`src/rtl/pdm_decimator.sv`:
```
// Order-3 CIC (sinc^3) decimator: 1-bit PDM stream in, signed 16-bit PCM out.
// Integrators run at bit rate, combs run once per DECIM consumed bits.
module pdm_decimator #(
    parameter int DECIM   = 64,
    parameter bit SYNC_EN = 1'b1
) (
    input  logic        clk,
    input  logic        rst_n,
    input  logic        pdm_en,
    input  logic        pdm_in,
    output logic [15:0] sample_out,
    output logic        sample_valid,
    output logic        primed
);

    localparam int LOG2D = $clog2(DECIM);
    localparam int W     = 3 * LOG2D + 1;
    // Scale so that y = DECIM^3 lands on +32768 (then saturates) and y = 0 on -32768.
    localparam int unsigned RSH = (W >= 17) ? W - 17 : 0;
    localparam int unsigned LSH = (W < 17) ? 17 - W : 0;

    localparam logic [W-1:0]          OFFSET = {2'b01, {(W-2){1'b0}}};
    localparam logic signed [W+1:0]   SAT_HI = (W+2)'(32767);
    localparam logic signed [W+1:0]   SAT_LO = (W+2)'(-32768);

    logic pdm_bit;

    generate
        if (SYNC_EN) begin : g_sync
            logic [1:0] sync_q;
            always_ff @(posedge clk or negedge rst_n) begin
                if (!rst_n) begin
                    sync_q <= '0;
                end else begin
                    sync_q <= {sync_q[0], pdm_in};
                end
            end
            assign pdm_bit = sync_q[1];
        end else begin : g_nosync
            assign pdm_bit = pdm_in;
        end
    endgenerate

    logic [W-1:0]     i1_q, i1_d, i2_q, i2_d, i3_q, i3_d;
    logic [LOG2D-1:0] dcnt_q, dcnt_d;
    logic             tick_q, tick_d;
    logic [W-1:0]     d1_q, d1_d, d2_q, d2_d, d3_q, d3_d;
    logic [W-1:0]     y_q, y_d;
    logic             comb_vld_q, comb_vld_d;
    logic [1:0]       prime_cnt_q, prime_cnt_d;
    logic             primed_q, primed_d;
    logic [15:0]      sample_q, sample_d;
    logic             valid_q, valid_d;

    logic [W-1:0]        x;
    logic [W-1:0]        c1, c2, c3;
    logic [W-1:0]        diff;
    logic signed [W+1:0] diff_ext, scaled;
    logic [15:0]         sat_val;

    assign x = {{(W-1){1'b0}}, pdm_bit};

    // Integrators and decimation counter: everything holds while pdm_en is low.
    always_comb begin
        i1_d   = i1_q;
        i2_d   = i2_q;
        i3_d   = i3_q;
        dcnt_d = dcnt_q;
        tick_d = 1'b0;
        if (pdm_en) begin
            i1_d   = i1_q + x;
            i2_d   = i2_q + i1_q;
            i3_d   = i3_q + i2_q;
            dcnt_d = dcnt_q + 1'b1;
            tick_d = (dcnt_q == '1);
        end
    end

    assign c1 = i3_q - d1_q;
    assign c2 = c1 - d2_q;
    assign c3 = c2 - d3_q;

    always_comb begin
        d1_d        = d1_q;
        d2_d        = d2_q;
        d3_d        = d3_q;
        y_d         = y_q;
        comb_vld_d  = tick_q;
        prime_cnt_d = prime_cnt_q;
        primed_d    = primed_q;
        if (tick_q) begin
            d1_d = i3_q;
            d2_d = c1;
            d3_d = c2;
            y_d  = c3;
            if (prime_cnt_q != 2'd3) begin
                prime_cnt_d = prime_cnt_q + 2'd1;
            end else begin
                primed_d = 1'b1;
            end
        end
    end

    // Offset-remove, scale, saturate.
    always_comb begin
        diff     = y_q - OFFSET;
        diff_ext = {{2{diff[W-1]}}, diff};
        scaled   = (diff_ext <<< LSH) >>> RSH;
        if (scaled > SAT_HI) begin
            sat_val = 16'h7FFF;
        end else if (scaled < SAT_LO) begin
            sat_val = 16'h8000;
        end else begin
            sat_val = scaled[15:0];
        end
    end

    always_comb begin
        valid_d  = comb_vld_q && primed_q;
        sample_d = valid_d ? sat_val : sample_q;
    end

    always_ff @(posedge clk or negedge rst_n) begin
        if (!rst_n) begin
            i1_q        <= '0;
            i2_q        <= '0;
            i3_q        <= '0;
            dcnt_q      <= '0;
            tick_q      <= 1'b0;
            d1_q        <= '0;
            d2_q        <= '0;
            d3_q        <= '0;
            y_q         <= '0;
            comb_vld_q  <= 1'b0;
            prime_cnt_q <= '0;
            primed_q    <= 1'b0;
            sample_q    <= '0;
            valid_q     <= 1'b0;
        end else begin
            i1_q        <= i1_d;
            i2_q        <= i2_d;
            i3_q        <= i3_d;
            dcnt_q      <= dcnt_d;
            tick_q      <= tick_d;
            d1_q        <= d1_d;
            d2_q        <= d2_d;
            d3_q        <= d3_d;
            y_q         <= y_d;
            comb_vld_q  <= comb_vld_d;
            prime_cnt_q <= prime_cnt_d;
            primed_q    <= primed_d;
            sample_q    <= sample_d;
            valid_q     <= valid_d;
        end
    end

    assign sample_out   = sample_q;
    assign sample_valid = valid_q;
    assign primed       = primed_q;

endmodule

```
`config.mk`:
```
export PLATFORM = sky130hd
export DESIGN_NAME = pdm_decimator
export DESIGN_NICKNAME = d
export VERILOG_FILES = /design/src/rtl/pdm_decimator.sv
export SDC_FILE = /design/constraint.sdc
export NUM_CORES = 1
export LEC_CHECK = 0
export BUFFER_PORTS_ARGS = -buffer_cell sky130_fd_sc_hd__buf_4
export CORE_ASPECT_RATIO = 0.6
export CORE_MARGIN = 2
export CORE_UTILIZATION = 63
export DETAILED_ROUTE_END_ITERATION = 10
export GPL_TIMING_DRIVEN = 0
export PLACE_DENSITY = 0.8
export SLEW_MARGIN = 20
export SYNTH_ARGS = -nofsm -noshare
export SYNTH_HDL_FRONTEND = slang
export SYNTH_SLANG_ARGS = --single-unit
```
`constraint.sdc`:
```
create_clock -name clk -period 5.97 [get_ports clk]
set_clock_uncertainty 0.15 [all_clocks]
set_input_delay 1.791 -clock clk [delete_from_list [all_inputs] [get_ports clk]]
set_output_delay 1.791 -clock clk [all_outputs]
set_load 0.02 [all_outputs]
```
==> flow_metrics.env <==
export IMPL_worst_setup_path_type="reg2reg"
export IMPL_netlist_top_cells_count="161 x dfrtp_1, 96 x ha_1, 96 x inv_1, 96 x nand2_1, 85 x o21ai_0"
export IMPL_final_util_pct=72.7
export IMPL_slew_violations=0
export IMPL_core_area_sq_um=15600
export IMPL_grt_max_degree=64
export IMPL_synth_ff_type="dfrtp_1"
export IMPL_synth_area_sq_um=10200
export IMPL_synth_cell_type_count=61
export IMPL_start_kind="flip-flop"
export IMPL_grt_pass1_wl_microns=36500
export IMPL_dpl_worst_slack_ns=0.00360
export IMPL_die_area_sq_um=17200
export IMPL_htree_levels=4
export IMPL_clkSlewWorstSetupHoldPaths_ns=0.07
export IMPL_fin_area_sq_um=11300
export IMPL_worstMarginPinSlew_ns=0.842
export IMPL_drc_errors=0
export IMPL_dr_pass1_iters=5
export IMPL_cts_sinks=161
export IMPL_drt_initial_drc_count=625
export IMPL_grt_pass1_vias=7381
export IMPL_antenna_found_initial=0
export IMPL_finalSetupTns_ns=0
export IMPL_holdCritStartpoint="g_sync.sync_q[0]"
export IMPL_crit_fanout=5
export IMPL_setup_viol=0
export IMPL_max_freq_ghz=0.172
export IMPL_viasPerCell=5.92
export IMPL_synth_area_leaders="dfrtp_1 40%, ha_1 12%, xnor2_1 5.6%"
export IMPL_gr_total_overflow=0
export IMPL_synth_edf_count=0
export IMPL_wl_microns=22200
export IMPL_holdCritPathClass="reg2reg"
export IMPL_synth_top_area_share_pct=39.6
export IMPL_vias=7842
export IMPL_worstSetupStartpoint="i3_q[1]"
export IMPL_relSlewSlack_pct=43.8
export IMPL_synth_avg_cell_area_sq_um=9.55
export IMPL_crit_required_ns=6.14
export IMPL_hpwlAfterDp_microns=16200
export IMPL_track_usage_pct=26.9
export IMPL_report_final_hold_viol_count=0
export IMPL_io_buffer_count=21
export IMPL_synth_fp_nets=1169
export IMPL_ys_seq_area_share_pct=39.6
export IMPL_ys_seq_elements=161
export IMPL_maxCapViolations=0
export IMPL_cts_tree="done"
export IMPL_post_synth_top_count_cell="dfrtp_1"
export IMPL_initial_utilization_pct=65.3
export IMPL_status="finished clean"
export IMPL_min_period_over_period_pct=97.2
export IMPL_synth_cells=1065
export IMPL_crit_slowest_cell="dfrtp_2"
export IMPL_cp_arrival_ns=5.98
export IMPL_setup_slack_ns=0.165
export IMPL_synthArstFlopShare_pct=100
export IMPL_synth_warnings=0
export IMPL_dpl_cell_area_sq_um=10600
export IMPL_cts_root_buf="clkbuf_16"
export IMPL_drive_gt1_share_pct=12.0
export IMPL_antennaDiodeCount=0
export IMPL_reg2reg_from="i3_q[1]"
export IMPL_clockBufferDepth=2
export IMPL_wl_per_cell_microns=16.8
export IMPL_area_growth_pct=11.4
export IMPL_fin_crit_ns=5.81
export IMPL_io_pins=22
export IMPL_clk_latency_ns=0.44
export IMPL_crit_path_max_incr_delay_ns=0.46
export IMPL_endpoint_kind="flip-flop"
export IMPL_cp_common_cell="o21ai_1"
export IMPL_die_w_microns=168
export IMPL_gp_congestion=0.913
export IMPL_die_h_microns=102
export IMPL_yosysTopAreaCell="dfrtp_1"
export IMPL_rows=35
export IMPL_drtAntennaViolNets=0
export IMPL_final_nets=1214
export IMPL_cts_buffers=17
-- critical path: cells and delay by family (launching register included) --
family,cells,cell delay (ns)
AOI/OAI and AO/OA,16,2.93
xor gates and xnor gates,2,0.35
adders and majority gates,3,1.02
DFF,1,0.46
muxes,1,0.27
and+or+nand+nor,4,0.51
-- layout by cell type (no fill, tap or decap), types with 5 or more instances in the layout --
cell type  synthesis  final
nand2b_1          21     21
dfrtp_1          161    160
and2_1             6      6
inv_6              0      5
a21o_1            30     30
a21boi_0           8      6
xor2_1            27     27
o2111ai_1          6      6
a211oi_1           7      5
inv_1             96     96
clkbuf_16          0     17
o21ai_0           85     79
o21ai_1            6     11
a21oi_1           65     61
nor2_1            51     51
nand3_1           29     29
xnor2_1           65     65
ha_1              96     96
nor3_1            16     16
buf_4              0     23
nand2_1           96     96
and3_1            11     11
a21oi_2            2      5
o21a_1             9      9
nor2b_1            9      9
mux2_2            50     50
nand4_1           14     14
nor4_1             5      5
buf_1              7      7
clkbuf_1          22     22
-- registers in the layout, indices dropped and copies added, names as in the netlist --
| name | flops |
|---|---|
| comb_vld_d | 1 |
| comb_vld_q | 1 |
| d1_q | 19 |
| d2_q | 19 |
| d3_q | 19 |
| dcnt_q | 6 |
| g_sync.sync_q | 2 |
| i1_q | 19 |
| i2_q | 19 |
| i3_q | 19 |
| prime_cnt_q | 2 |
| primed | 1 |
| sample_out | 16 |
| sample_valid | 1 |
| y_q | 17 |
-- metal layers --
| metal | vias to the layer above | part of all wire, % | GRT usage, % |
|---|---|---|---|
| met5 | - | 0 | 0 |
| met4 | 0 | 1.1 | 6.83 |
| met3 | 21 | 6.9 | 5.34 |
| met2 | 212 | 41 | 37.6 |
| met1 | 3812 | 51 | 42.6 |
| li1 | 3797 | - | - |
-- worst paths after layout --
check                      slack [ns]  depth (start not counted)          endpoint
max in group asynchronous        3.65                          3     sample_out[9]
hold / removal                   0.20                          0  g_sync.sync_q[1]
setup reg to reg                 0.16                         26           y_q[18]
hold reg to reg                  0.20                          0  g_sync.sync_q[1]
min in group asynchronous        1.08                          1           i1_q[1]
setup / recovery                 0.16                         26           y_q[18]
-- metrics by stage --
step / hold slack (ns) / cells
3_5_place_dp: 0.187 / 1291
6_report: 0.201 / 1325
5_1_grt: 0.217 / 1325
3_3_place_gp: 0.183 / 1289
4_1_cts: 0.204 / 1322
2_1_floorplan: 0.181 / 1065
-- kinds of logic (layout without fill, tap and decap cells) --
| kind of cell | after synthesis | in the layout | synth area share [%] |
|---|---|---|---|
| AND/OR/NAND/NOR | 277 | 277 | 13.2 |
| AO/OA/AOI/OAI | 252 | 252 | 15.5 |
| flip-flops | 161 | 161 | 39.6 |
| buffers and inverters | 126 | 183 | 4.65 |
| adder cells (fa/ha/maj) | 100 | 100 | 12.6 |
| XOR/XNOR | 95 | 95 | 8.55 |
| multiplexers | 54 | 54 | 5.93 |
-- timing repair --
action / CTS / global route
endpoints found under the setup margin: 1 / 3
gates resized for setup: 1 / 18
pin swaps: 0 / 8
hold buffers: 0 / 0
endpoints found under the hold margin: 0 / 0
buffers inserted: 0 / 3
-- area by class of cell --
type / instances / area (sq um)
sequential: 161 / 4030
fill: 1103 / 4260
clock buffer: 17 / 425
clock inverter: 14 / 191
multi-input combinational: 778 / 5720
tap: 203 / 254
buffer: 29 / 109
inverter: 97 / 364
timing repair buffer: 26 / 243
Power is not shown: default switching activity piles up to over one toggle a cycle in this logic, so the estimate is an artifact.
